File: src/rtl/led_ctrl.sv
// led_ctrl: board-side sequencer between raw switches and the switch-to-LED
// datapath. The switch byte is synchronized, debounced, driven into the
// datapath, allowed to settle, and the datapath result is then captured onto
// the board LEDs. A walking-one test pattern can be selected with mode.
//
// Ports
//   clk       : single clock, rising edge
//   rst_n     : asynchronous active-low reset
//   swt[7:0]  : raw board switches (asynchronous to clk)
//   mode      : 1 selects the walking-one test pattern
//   core_led  : combinational datapath result for core_swt
//   core_swt  : registered switch value driven into the datapath
//   led       : registered board LED value
//   upd       : high for the single cycle in which led loads core_led
//   busy      : high while an update sequence is in progress
//
// state   | meaning
// --------+-------------------------------------------------------------
// IDLE    | waiting for a new debounced switch value, forced update or mode
// APPLY   | drive stable_swt into the datapath, clear the force flag
// SETTLE  | let the datapath output settle (SETTLE_CYCLES cycles)
// CAPTURE | load led from core_led, pulse upd
// WALK    | walking-one test pattern on led

module led_ctrl #(
    parameter int unsigned DEBOUNCE_CYCLES = 16,
    parameter int unsigned SETTLE_CYCLES   = 2,
    parameter int unsigned WALK_DIV        = 8
) (
    input  logic       clk,
    input  logic       rst_n,
    input  logic [7:0] swt,
    input  logic       mode,
    input  logic [7:0] core_led,
    output logic [7:0] core_swt,
    output logic [7:0] led,
    output logic       upd,
    output logic       busy
);

    localparam logic [7:0] DEB_TC    = 8'(DEBOUNCE_CYCLES - 1);
    localparam logic [3:0] SETTLE_TC = 4'(SETTLE_CYCLES - 1);
    localparam logic [7:0] WALK_TC   = 8'(WALK_DIV - 1);

    typedef enum logic [2:0] {
        S_IDLE,
        S_APPLY,
        S_SETTLE,
        S_CAPTURE,
        S_WALK
    } state_t;

    state_t     state;
    state_t     state_nxt;

    logic [7:0] sync_1;
    logic [7:0] sync_2;
    logic [7:0] deb_cnt;
    logic [7:0] stable_swt;
    logic [3:0] settle_cnt;
    logic [7:0] walk_cnt;
    logic       force_upd;

    // sync_1 holds the value sync_2 takes on the next edge, so a mismatch
    // marks the edge on which the synchronized byte changes. deb_cnt then
    // counts how long sync_2 has held its current value; at the terminal
    // count sync_2 has been unchanged for DEBOUNCE_CYCLES cycles.
    always_ff @(posedge clk or negedge rst_n) begin
        if (!rst_n) begin
            sync_1     <= 8'h00;
            sync_2     <= 8'h00;
            deb_cnt    <= 8'h00;
            stable_swt <= 8'h00;
        end else begin
            sync_1 <= swt;
            sync_2 <= sync_1;
            if (sync_1 != sync_2) begin
                deb_cnt <= 8'h00;
            end else if (deb_cnt != DEB_TC) begin
                deb_cnt <= deb_cnt + 8'd1;
            end
            if (deb_cnt == DEB_TC) begin
                stable_swt <= sync_2;
            end
        end
    end

    always_ff @(posedge clk or negedge rst_n) begin
        if (!rst_n) begin
            state <= S_IDLE;
        end else begin
            state <= state_nxt;
        end
    end

    always_comb begin
        state_nxt = state;
        upd       = 1'b0;
        busy      = 1'b0;
        case (state)
            S_IDLE: begin
                if (mode) begin
                    state_nxt = S_WALK;
                end else if ((stable_swt != core_swt) || force_upd) begin
                    state_nxt = S_APPLY;
                end
            end
            S_APPLY: begin
                busy      = 1'b1;
                state_nxt = S_SETTLE;
            end
            S_SETTLE: begin
                busy = 1'b1;
                if (settle_cnt == 4'd0) begin
                    state_nxt = S_CAPTURE;
                end
            end
            S_CAPTURE: begin
                busy      = 1'b1;
                upd       = 1'b1;
                state_nxt = S_IDLE;
            end
            S_WALK: begin
                if (!mode) begin
                    state_nxt = S_IDLE;
                end
            end
            default: state_nxt = S_IDLE;
        endcase
    end

    // Force flag starts set so the LEDs are refreshed once after reset, and
    // is set again on leaving WALK so the test pattern is always replaced by
    // the datapath result even when the switches did not move.
    always_ff @(posedge clk or negedge rst_n) begin
        if (!rst_n) begin
            core_swt   <= 8'h00;
            led        <= 8'h00;
            force_upd  <= 1'b1;
            settle_cnt <= 4'd0;
            walk_cnt   <= 8'h00;
        end else begin
            case (state)
                S_IDLE: begin
                    if (mode) begin
                        led      <= 8'h01;
                        walk_cnt <= WALK_TC;
                    end
                end
                S_APPLY: begin
                    core_swt   <= stable_swt;
                    force_upd  <= 1'b0;
                    settle_cnt <= SETTLE_TC;
                end
                S_SETTLE: begin
                    if (settle_cnt != 4'd0) begin
                        settle_cnt <= settle_cnt - 4'd1;
                    end
                end
                S_CAPTURE: begin
                    led <= core_led;
                end
                S_WALK: begin
                    if (!mode) begin
                        force_upd <= 1'b1;
                    end else if (walk_cnt == 8'h00) begin
                        led      <= {led[6:0], led[7]};
                        walk_cnt <= WALK_TC;
                    end else begin
                        walk_cnt <= walk_cnt - 8'd1;
                    end
                end
                default: ;
            endcase
        end
    end

endmodule

File: config.mk
export PLATFORM = sky130hd
export DESIGN_NAME = led_ctrl
export DESIGN_NICKNAME = d
export VERILOG_FILES = /design/src/rtl/led_ctrl.sv
export SDC_FILE = /design/constraint.sdc
export NUM_CORES = 1
export LEC_CHECK = 0
export BUFFER_PORTS_ARGS = -buffer_cell sky130_fd_sc_hd__buf_2
export CAP_MARGIN = 10
export CORE_MARGIN = 1
export CORE_UTILIZATION = 37
export CTS_CLUSTER_DIAMETER = 60
export DETAILED_ROUTE_END_ITERATION = 10
export MAX_ROUTING_LAYER = met4
export SYNTH_ARGS = -nofsm -noshare
export SYNTH_HDL_FRONTEND = slang
export SYNTH_SLANG_ARGS = --single-unit
File: constraint.sdc
create_clock -name clk -period 4.75 [get_ports clk]
set_input_delay 0.2375 -clock clk [delete_from_list [all_inputs] [get_ports clk]]
set_output_delay 0.2375 -clock clk [all_outputs]
set_load 0.005 [all_outputs]
After elaboration in Yosys (flattened, before gate mapping)
Index checks and enable logic that the tools add are counted.
{"block": "op_classes", "add_sub_neg": 3, "eq_ne": 15, "mux": 21, "reduce_logical": 16}
{"op": "8-bit two-way mux", "n": 8}
{"op": "8-bit case mux with 3 select lines", "n": 1}
{"op": "8-bit != test", "n": 2}
{"op": "8-bit case mux with 2 select lines", "n": 1}
{"op": "3-bit two-way mux", "n": 4}
{"op": "2-bit != test, second input constant", "n": 6}
{"op": "3-bit case mux with 4 select lines", "n": 1}
{"op": "8-bit by 1-bit adder with 8-bit output, second input constant", "n": 1}
{"op": "8-bit by 4-bit == test with 1-bit output, second input constant", "n": 1}
{"op": "8-bit zero test", "n": 1}
{"op": "8-bit by 4-bit != test with 1-bit output, second input constant", "n": 1}
{"op": "4-bit case mux with 2 select lines", "n": 1}
{"op": "2-bit nonzero test", "n": 4}
{"op": "8-bit by 1-bit subtractor with 8-bit output, second input constant", "n": 1}
{"op": "3-bit by 2-bit == test with 1-bit output, second input constant", "n": 2}
{"op": "3-bit AND reduction", "n": 2}
{"op": "4-bit zero test", "n": 1}
{"op": "4-bit two-way mux", "n": 1}
{"op": "2-bit AND reduction", "n": 2}
{"op": "4-bit AND reduction", "n": 1}
{"op": "4-bit nonzero test", "n": 1}
{"op": "4-bit by 1-bit subtractor with 4-bit output, second input constant", "n": 1}
{"op": "3-bit by 1-bit == test with 1-bit output, second input constant", "n": 1}
{"op": "3-bit == test, second input constant", "n": 1}
{"op": "other kinds (7)", "n": 9}
{"block": "totals", "ff_bits": 64, "inputBits": 19, "out_inout_bits": 18, "word_cells": 65}

Depth between registers and ports, before layout
Gate-level depths: netlist (run 1).
{"block": "logic_depth", "ltp_word": 5, "mapped_depth": 6, "mapped_depth_nobuf": 6}

Worst setup path before layout (run 1)
OpenSTA, ideal clock, no wires.
{"block": "synth_timing", "kind": "flip-flop to flip-flop", "startpoint": "register settle_cnt[0]", "endpoint": "register settle_cnt[1]", "setup_ns": 0.122, "t_arrival_ns": 1.744, "required_ns": 4.628, "path_slack_ns": 2.884, "stages_incl_launch_ff": 7, "path_buffers": 0, "synth_period_minus_slack_ns": 1.866, "cell_sequence": "dfrtp_1 inv_1 ha_1 or3b_2 nand3_1 mux2_2 a32o_1"}
{"block": "synth_between", "elab_chain_cells": 3, "elab_cells_between_ends": 6, "classes_between": "add/sub (1); eq/ne (1); mux (2); reduce/logical (2)"}
{"item": "start, declared", "line": "60", "text": "logic [3:0] settle_cnt;"}
{"item": "start signal, assigned", "line": "157", "text": "settle_cnt <= settle_cnt - 4'd1;"}
{"item": "4-bit by 1-bit subtractor with 4-bit output or 4-bit nonzero test (tied branches)", "line": "157, 156"}
{"item": "4-bit two-way mux or 2-bit != test (tied branches)"}
{"item": "4-bit case mux with 2 select lines or 2-bit AND reduction (tied branches)"}
Several ways; a longest one is shown, not always the timed one. The select of a mux whose other input is x is not followed.
A chain may end at the register's enable or synchronous reset.

Worst setup path after layout (run 1)
Ends and elaborated chain as after synthesis.

==> summary.txt, run 1 <==
Global routing
  – Grt total ovfl: 0
  – Gr usage total: between 10% and 20%
  – Initial antenna violation count: 0
  – Largest net degree at the start of global routing: between 60 and 70
  – Vias in the first global route: 1663
  – Global-route wire length before repair: 7.872 mm

Placement
  – Placed insts: 352
  – GP Congestion: 0.7252
  – PortBufs: 36
  – Post-DP HPWL: roughly 3.1 mm
  – Placed Area: 3088 µm²
  – Place WS: 2.794 ns

Die
  – Die area: 7951 µm²
  – Chip height: between 80 and 90 µm
  – Core area: 7292 µm²
  – Die Wd: 89.17 µm
  – Starting Density: 38.56%
  – I/O pin total: 37
  – Row count: 31

Synthesis
  – Synth area leaders: dfrtp_1 56%, xor2_1 7.8%, mux2_2 5.6%
  – Top-count cell post-synth: dfrtp_1
  – Register area share after synthesis: 57.01%
  – Syn avg cell area: 12.66 µm²
  – Number of synthesized flops with an enable pin: 0
  – Total number of yosys warnings: 0
  – Distinct cells, synth: 46
  – Syn Inst Count: 222
  – Synthesized Nets: 245
  – Top cells by count, synth: 63 x dfrtp_1, 27 x nor2_1, 25 x xor2_1, 14 x mux2_2
  – Top_reg_cell synth: dfrtp_1
  – Top cell type's share of synthesized area: 56.07%
  – Cell Area, Synth: 2811 µm²
  – Synth async-reset ratio: 100.0%
  – #FFs+latches synth: 64
  – Leading area contributor after synthesis: dfrtp_1

STA
  – Final period util: 41.49%
  – Setup Skew: slightly above 0.008 ns
  – Setup TNS: 0 ns
  – Final min period: 1.971 ns
  – FMAX: 0.5074 GHz
  – Least-Margin Pin Slew: slightly above 0.9 ns
  – Hold Violations, Final: 0
  – Max Slew Vio Count: 0
  – Worst rel slew slack: about 38%
  – Final worst slack: 2.779 ns
  – RSZ-0062 raised after global routing: no
  – # setup viols final: 0

Finish
  – Final Net Count: 295
  – Fin cells: 375
  – Synth-to-Final Area Change: 21.01%
  – # diodes: 0
  – Share of layout cells above drive strength 1: 29.35%
  – Layout Cell Area excl Fill: about 3400 µm²

Clock tree
  – CTS Sinks: between 60 and 70
  – Clock Root Buffer: clkbuf_8
  – TritonCTS clock tree: done
  – H-tree depth: 3
  – CTS clk-pin slew, worst paths: 0.07 ns
  – CTS buffer count: 9
  – Clock latency on the worst-skew pair: 0.33 ns
  – Post-CTS resize count: 0
  – Clock Path Buffers: 2

Detailed routing
  – Antenna Nets Post-Route: 0
  – Number of remaining DRC errors: 0
  – Initial drt markers: 67
  – Pre-antenna DRT Iters: 4
  – Total number of vias: 1742
  – Drt via density: 4.645
  – WL final: 4.676 mm
  – Drt wl/cell: 12.47 µm

Critical path
  – CP peak stage delay: 0.47 ns
  – Crit path max fanout: 5
  – CP startpoint kind: flip-flop
  – Worst path cell trace: inv_1, ha_1, or3b_2, nand3_1, mux2_2, a32o_1
  – CP required: 4.97 ns
  – Crit-path slowest cell: or3b_2
  – CP endpoint kind: flip-flop
  – Worst Path Arrival: 2.19 ns
  – Worst path top cell family by delay: simple AND/OR/NAND/NOR gates
  – Critical path class: reg2reg
  – Buf/Inv on CP: 1

Run
  – Max capacitance violation total: 0

Run status
  – Outcome: complete, no violations

Pwr
  – Peak VDD IR: 0.2469 mV
  – Leak pwr: about 1.7 nW
  – Pwr Density: roughly 450 nW/µm²

Min path
  – Min-Delay Path Class: in2async
-- cell type report --
cell class,instances,area (µm²)
clock buffer,10,127.6
tap,99,123.9
fill,691,3890
sequential,64,1603
timing repair buffer,45,267.8
inverter,8,30.03
multi-input combinational,144,1144
clock inverter,5,106.4
-- power breakdown --
group | internal (W) | leakage [nW] | switching [W]
Sequential | 0.000609 | 0.824 | 0.0000619
Combinational | 0.000144 | 0.774 | 0.000157
Clock | 0.000347 | 0.113 | 0.000199
-- per-stage QoR --
step           hold slack, ns  total power [W]  utilization (%)
2_1_floorplan        -0.05809        0.0008929                -
3_3_place_gp           0.3455        0.0009763            42.35
6_report              0.07467         0.001518            46.65
5_1_grt                0.1369         0.001615            46.65
3_5_place_dp           0.3472        0.0009816            42.35
4_1_cts                0.1034         0.001540            46.65
-- placed cells by master (no fill, tap or decap), drive strengths merged, types with 3 or more instances in the layout --
| master | netlist | final |
|---|---|---|
| a21oi | 4 | 4 |
| a22o | 7 | 7 |
| a31oi | 4 | 4 |
| buf | 5 | 37 |
| bufinv | 0 | 3 |
| clkbuf | 1 | 10 |
| dfrtp | 63 | 63 |
| dlygate4sd3 | 0 | 8 |
| ha | 4 | 4 |
| inv | 7 | 7 |
| mux2 | 24 | 24 |
| nand2 | 6 | 6 |
| nand3 | 5 | 5 |
| nand4 | 3 | 3 |
| nor2 | 27 | 27 |
| nor3 | 3 | 3 |
| nor4 | 5 | 5 |
| xnor2 | 3 | 3 |
| xor2 | 25 | 25 |
-- sequential cells by signal (all words and copies together) (netlist names) --
| name | cells |
|---|---|
| sync_1 | 8 |
| settle_cnt | 4 |
| deb_cnt | 8 |
| sync_2 | 8 |
| core_swt | 8 |
| stable_swt | 8 |
| led | 8 |
| walk_cnt | 8 |
| state | 3 |
| force_upd | 1 |
-- per-layer routing --
layer / wire [µm] / track usage (%) / share of wire (%)
met5: 0 / - / 0
met1: 2326 / 18.27 / 50
met4: 94 / 6.061 / 2.0
met3: 202 / 3.970 / 4.3
met2: 2052 / 19.29 / 44
-- kinds of logic after synthesis --
| kind of cell | count (synthesis) | synth area share [%] |
|---|---|---|
| XOR/XNOR | 28 | 8.723 |
| AO/OA/AOI/OAI | 21 | 6.364 |
| buffers and inverters | 14 | 2.314 |
| AND/OR/NAND/NOR | 65 | 12.55 |
| flip-flops | 64 | 57.01 |
| adder cells (fa/ha/maj) | 4 | 1.780 |
| multiplexers | 26 | 11.26 |
-- worst reg2reg max path: stages (launching register included) --
cell and delay [ns]:
dfrtp_1 0.40, inv_1 0.08, ha_1 0.16, or3b_2 0.47, nand3_1 0.19, mux2_2 0.35, a32o_1 0.20
-- worst paths after layout --
check	start	endpoint	slack [ns]	cells after the start
max	settle_cnt[0]	settle_cnt[1]	2.78	6
min	rst_n	core_swt[5]	0.07	2
max reg2reg	settle_cnt[0]	settle_cnt[1]	2.78	6
min reg2reg	sync_1[5]	sync_2[5]	0.39	0
max in group asynchronous	rst_n	led[1]	4.15	2
min in group clk	mode	force_upd	0.12	2
-- timing repair --
item / CTS / global route
buffers inserted: 0 / 0
hold buffers: 8 / 0
endpoints found under the hold margin: 8 / 0
(Power assumes the default switching activity.)
==> run 2: changes to the inputs <==
Clock period 4.75 ns to 1.6 ns, I/O delays scaled along.
==> summary.txt, run 2 (synthesis gave the netlist of run 1 again) <==
STA
  – RSZ-0062 raised after global routing: yes
  – Setup Skew: ~0.0087 ns
  – Hold Violations, Final: 0
  – Final period util: 106.7%
  – Setup TNS: -1.193 ns
  – Final min period: 1.707 ns
  – # setup viols final: 18
  – Worst rel slew slack: 73.47%
  – FMAX: between 0.5 and 0.6 GHz
  – Final worst slack: -0.1075 ns
  – Least-Margin Pin Slew: 0.3943 ns
  – Max Slew Vio Count: 0

Finish
  – Post-layout util: a little over half
  – Final Net Count: 331
  – Most frequent cells in the layout: 63 x dfrtp_1, 36 x buf_2, 29 x buf_4
  – Commonest non-fill, non-tap cell in the layout: dfrtp_1
  – Filler cell count: 681
  – # diodes: 0
  – Share of layout cells above drive strength 1: between 40% and 50%
  – Synth-to-Final Area Change: 36.58%

Critical path
  – CP startpoint kind: flip-flop
  – Worst Path Arrival: 1.94 ns
  – Crit path max fanout: 4
  – Critical path class: reg2reg
  – CP required: 1.84 ns
  – CP endpoint kind: flip-flop

Placement
  – Post-DP HPWL: 3.492 mm
  – PortBufs: 36
  – GP Congestion: 0.7689
  – Place WS: -0.1439 ns

Global routing
  – Global-route wire length before repair: about 9 mm
  – Vias in the first global route: 1991
  – Grt total ovfl: 0
  – Largest net degree at the start of global routing: a little over 50
  – Initial antenna violation count: 0
  – Gr usage total: 15.31%

Run status
  – Failing checks: setup timing
  – Outcome: finished with violations

Detailed routing
  – Pre-antenna DRT Iters: 4
  – Total number of vias: 1935
  – Initial drt markers: 49
  – WL final: 5.239 mm
  – Drt wl/cell: 12.72 µm
  – Antenna Nets Post-Route: 0
  – Drt via density: 4.697
  – Number of remaining DRC errors: 0

Die
  – Die Wd: 89.17 µm
  – Core area: 7292 µm²
  – Chip height: between 80 and 90 µm
  – Row count: 31
  – Starting Density: 38.56%
  – I/O pin total: 37
  – Die area: ~8000 µm²

Run
  – Max capacitance violation total: 0

Min path
  – Min-Delay Path Class: in2reg

Clock tree
  – CTS buffer count: 9
  – Clock latency on the worst-skew pair: 0.35 ns
  – TritonCTS clock tree: done
  – Clock Path Buffers: 2
  – CTS clk-pin slew, worst paths: approximately 0.07 ns
  – Clock Root Buffer: clkbuf_8
  – CTS Sinks: 64
  – H-tree depth: 3

Pwr
  – Power Total: 0.005034 W
  – Peak VDD IR: between 0.6 and 0.7 mV
  – Clk pwr share: 31.3%
  – Switching pwr: ~0.0014 W
  – Seq pwr share: 38.8%
  – Leak pwr: between 1.5 and 2 nW
  – Pwr Density: around 1300 nW/µm²
  – Fraction of power spent switching nets: between 20% and 30%
  – Internal Pwr Total: 0.003601 W
  – Logic pwr share: between 30% and 40%
[run 2: layout make-up]
cell class	count	area [µm²]	share of cell area, %
clock buffer	11	151.4	3.943
inverter	8	31.28	0.8146
multi-input combinational	144	1246	32.45
sequential	64	1603	41.74
timing repair buffer	81	605.6	15.77
tap	99	123.9	3.226
clock inverter	5	78.83	2.053
[run 2: timing repair]
| action | in CTS | in global routing |
|---|---|---|
| endpoints found under the setup margin | 19 | 30 |
| pin swaps | 5 | 8 |
| hold buffers | 10 | 0 |
| buffers inserted | 5 | 1 |
| cloned | 0 | 1 |
| endpoints found under the hold margin | 23 | 0 |
| gates resized for setup | 12 | 8 |
[run 2: stage by stage]
step / instances / cell area [µm²] / hold slack [ns]
global placement: 379 / 3334 / 0.02700
CTS: 410 / 3771 / 0.06859
floorplan: 222 / 2843 / -0.2156
global route: 412 / 3840 / 0.08370
detailed placement: 379 / 3334 / 0.02210
finish: 412 / 3840 / 0.06219
[run 2: worst paths after layout]
check | depth (start not counted) | slack, ns | end | start
max | 4 | -0.11 | stable_swt[1] | deb_cnt[6]
max reg2reg | 4 | -0.11 | stable_swt[1] | deb_cnt[6]
min in group asynchronous | 2 | 0.17 | settle_cnt[3] | rst_n
min reg2reg | 0 | 0.39 | sync_2[4] | sync_1[4]
max in group asynchronous | 3 | 0.86 | walk_cnt[6] | rst_n
min | 3 | 0.06 | led[0] | core_led[0]
[run 2: power by group through the flow]
| stage | Clock (W) | Combinational, W | Sequential (W) |
|---|---|---|---|
| finish | 0.00157 | 0.00151 | 0.00195 |
| global route | 0.00168 | 0.00167 | 0.00197 |
| CTS | 0.00162 | 0.00146 | 0.00195 |
| detailed placement | 0 | 0.00126 | 0.00198 |
| global placement | 0 | 0.00124 | 0.00197 |
| floorplan | 0 | 0.000763 | 0.00194 |
[run 2: worst max-delay path, stage by stage (launching register included)]
cell       delay (ns)
dfrtp_1          0.38
or3_4            0.38
or3_4            0.38
clkbuf_16        0.17
mux2_4           0.28
[run 2: routing by layer]
layer  part of all wire (%)  global-route usage [%]
met3                    4.2                   5.355
met1                     46                   18.25
met2                     48                   24.29
met5                      0                       -
met4                    1.5                   5.051
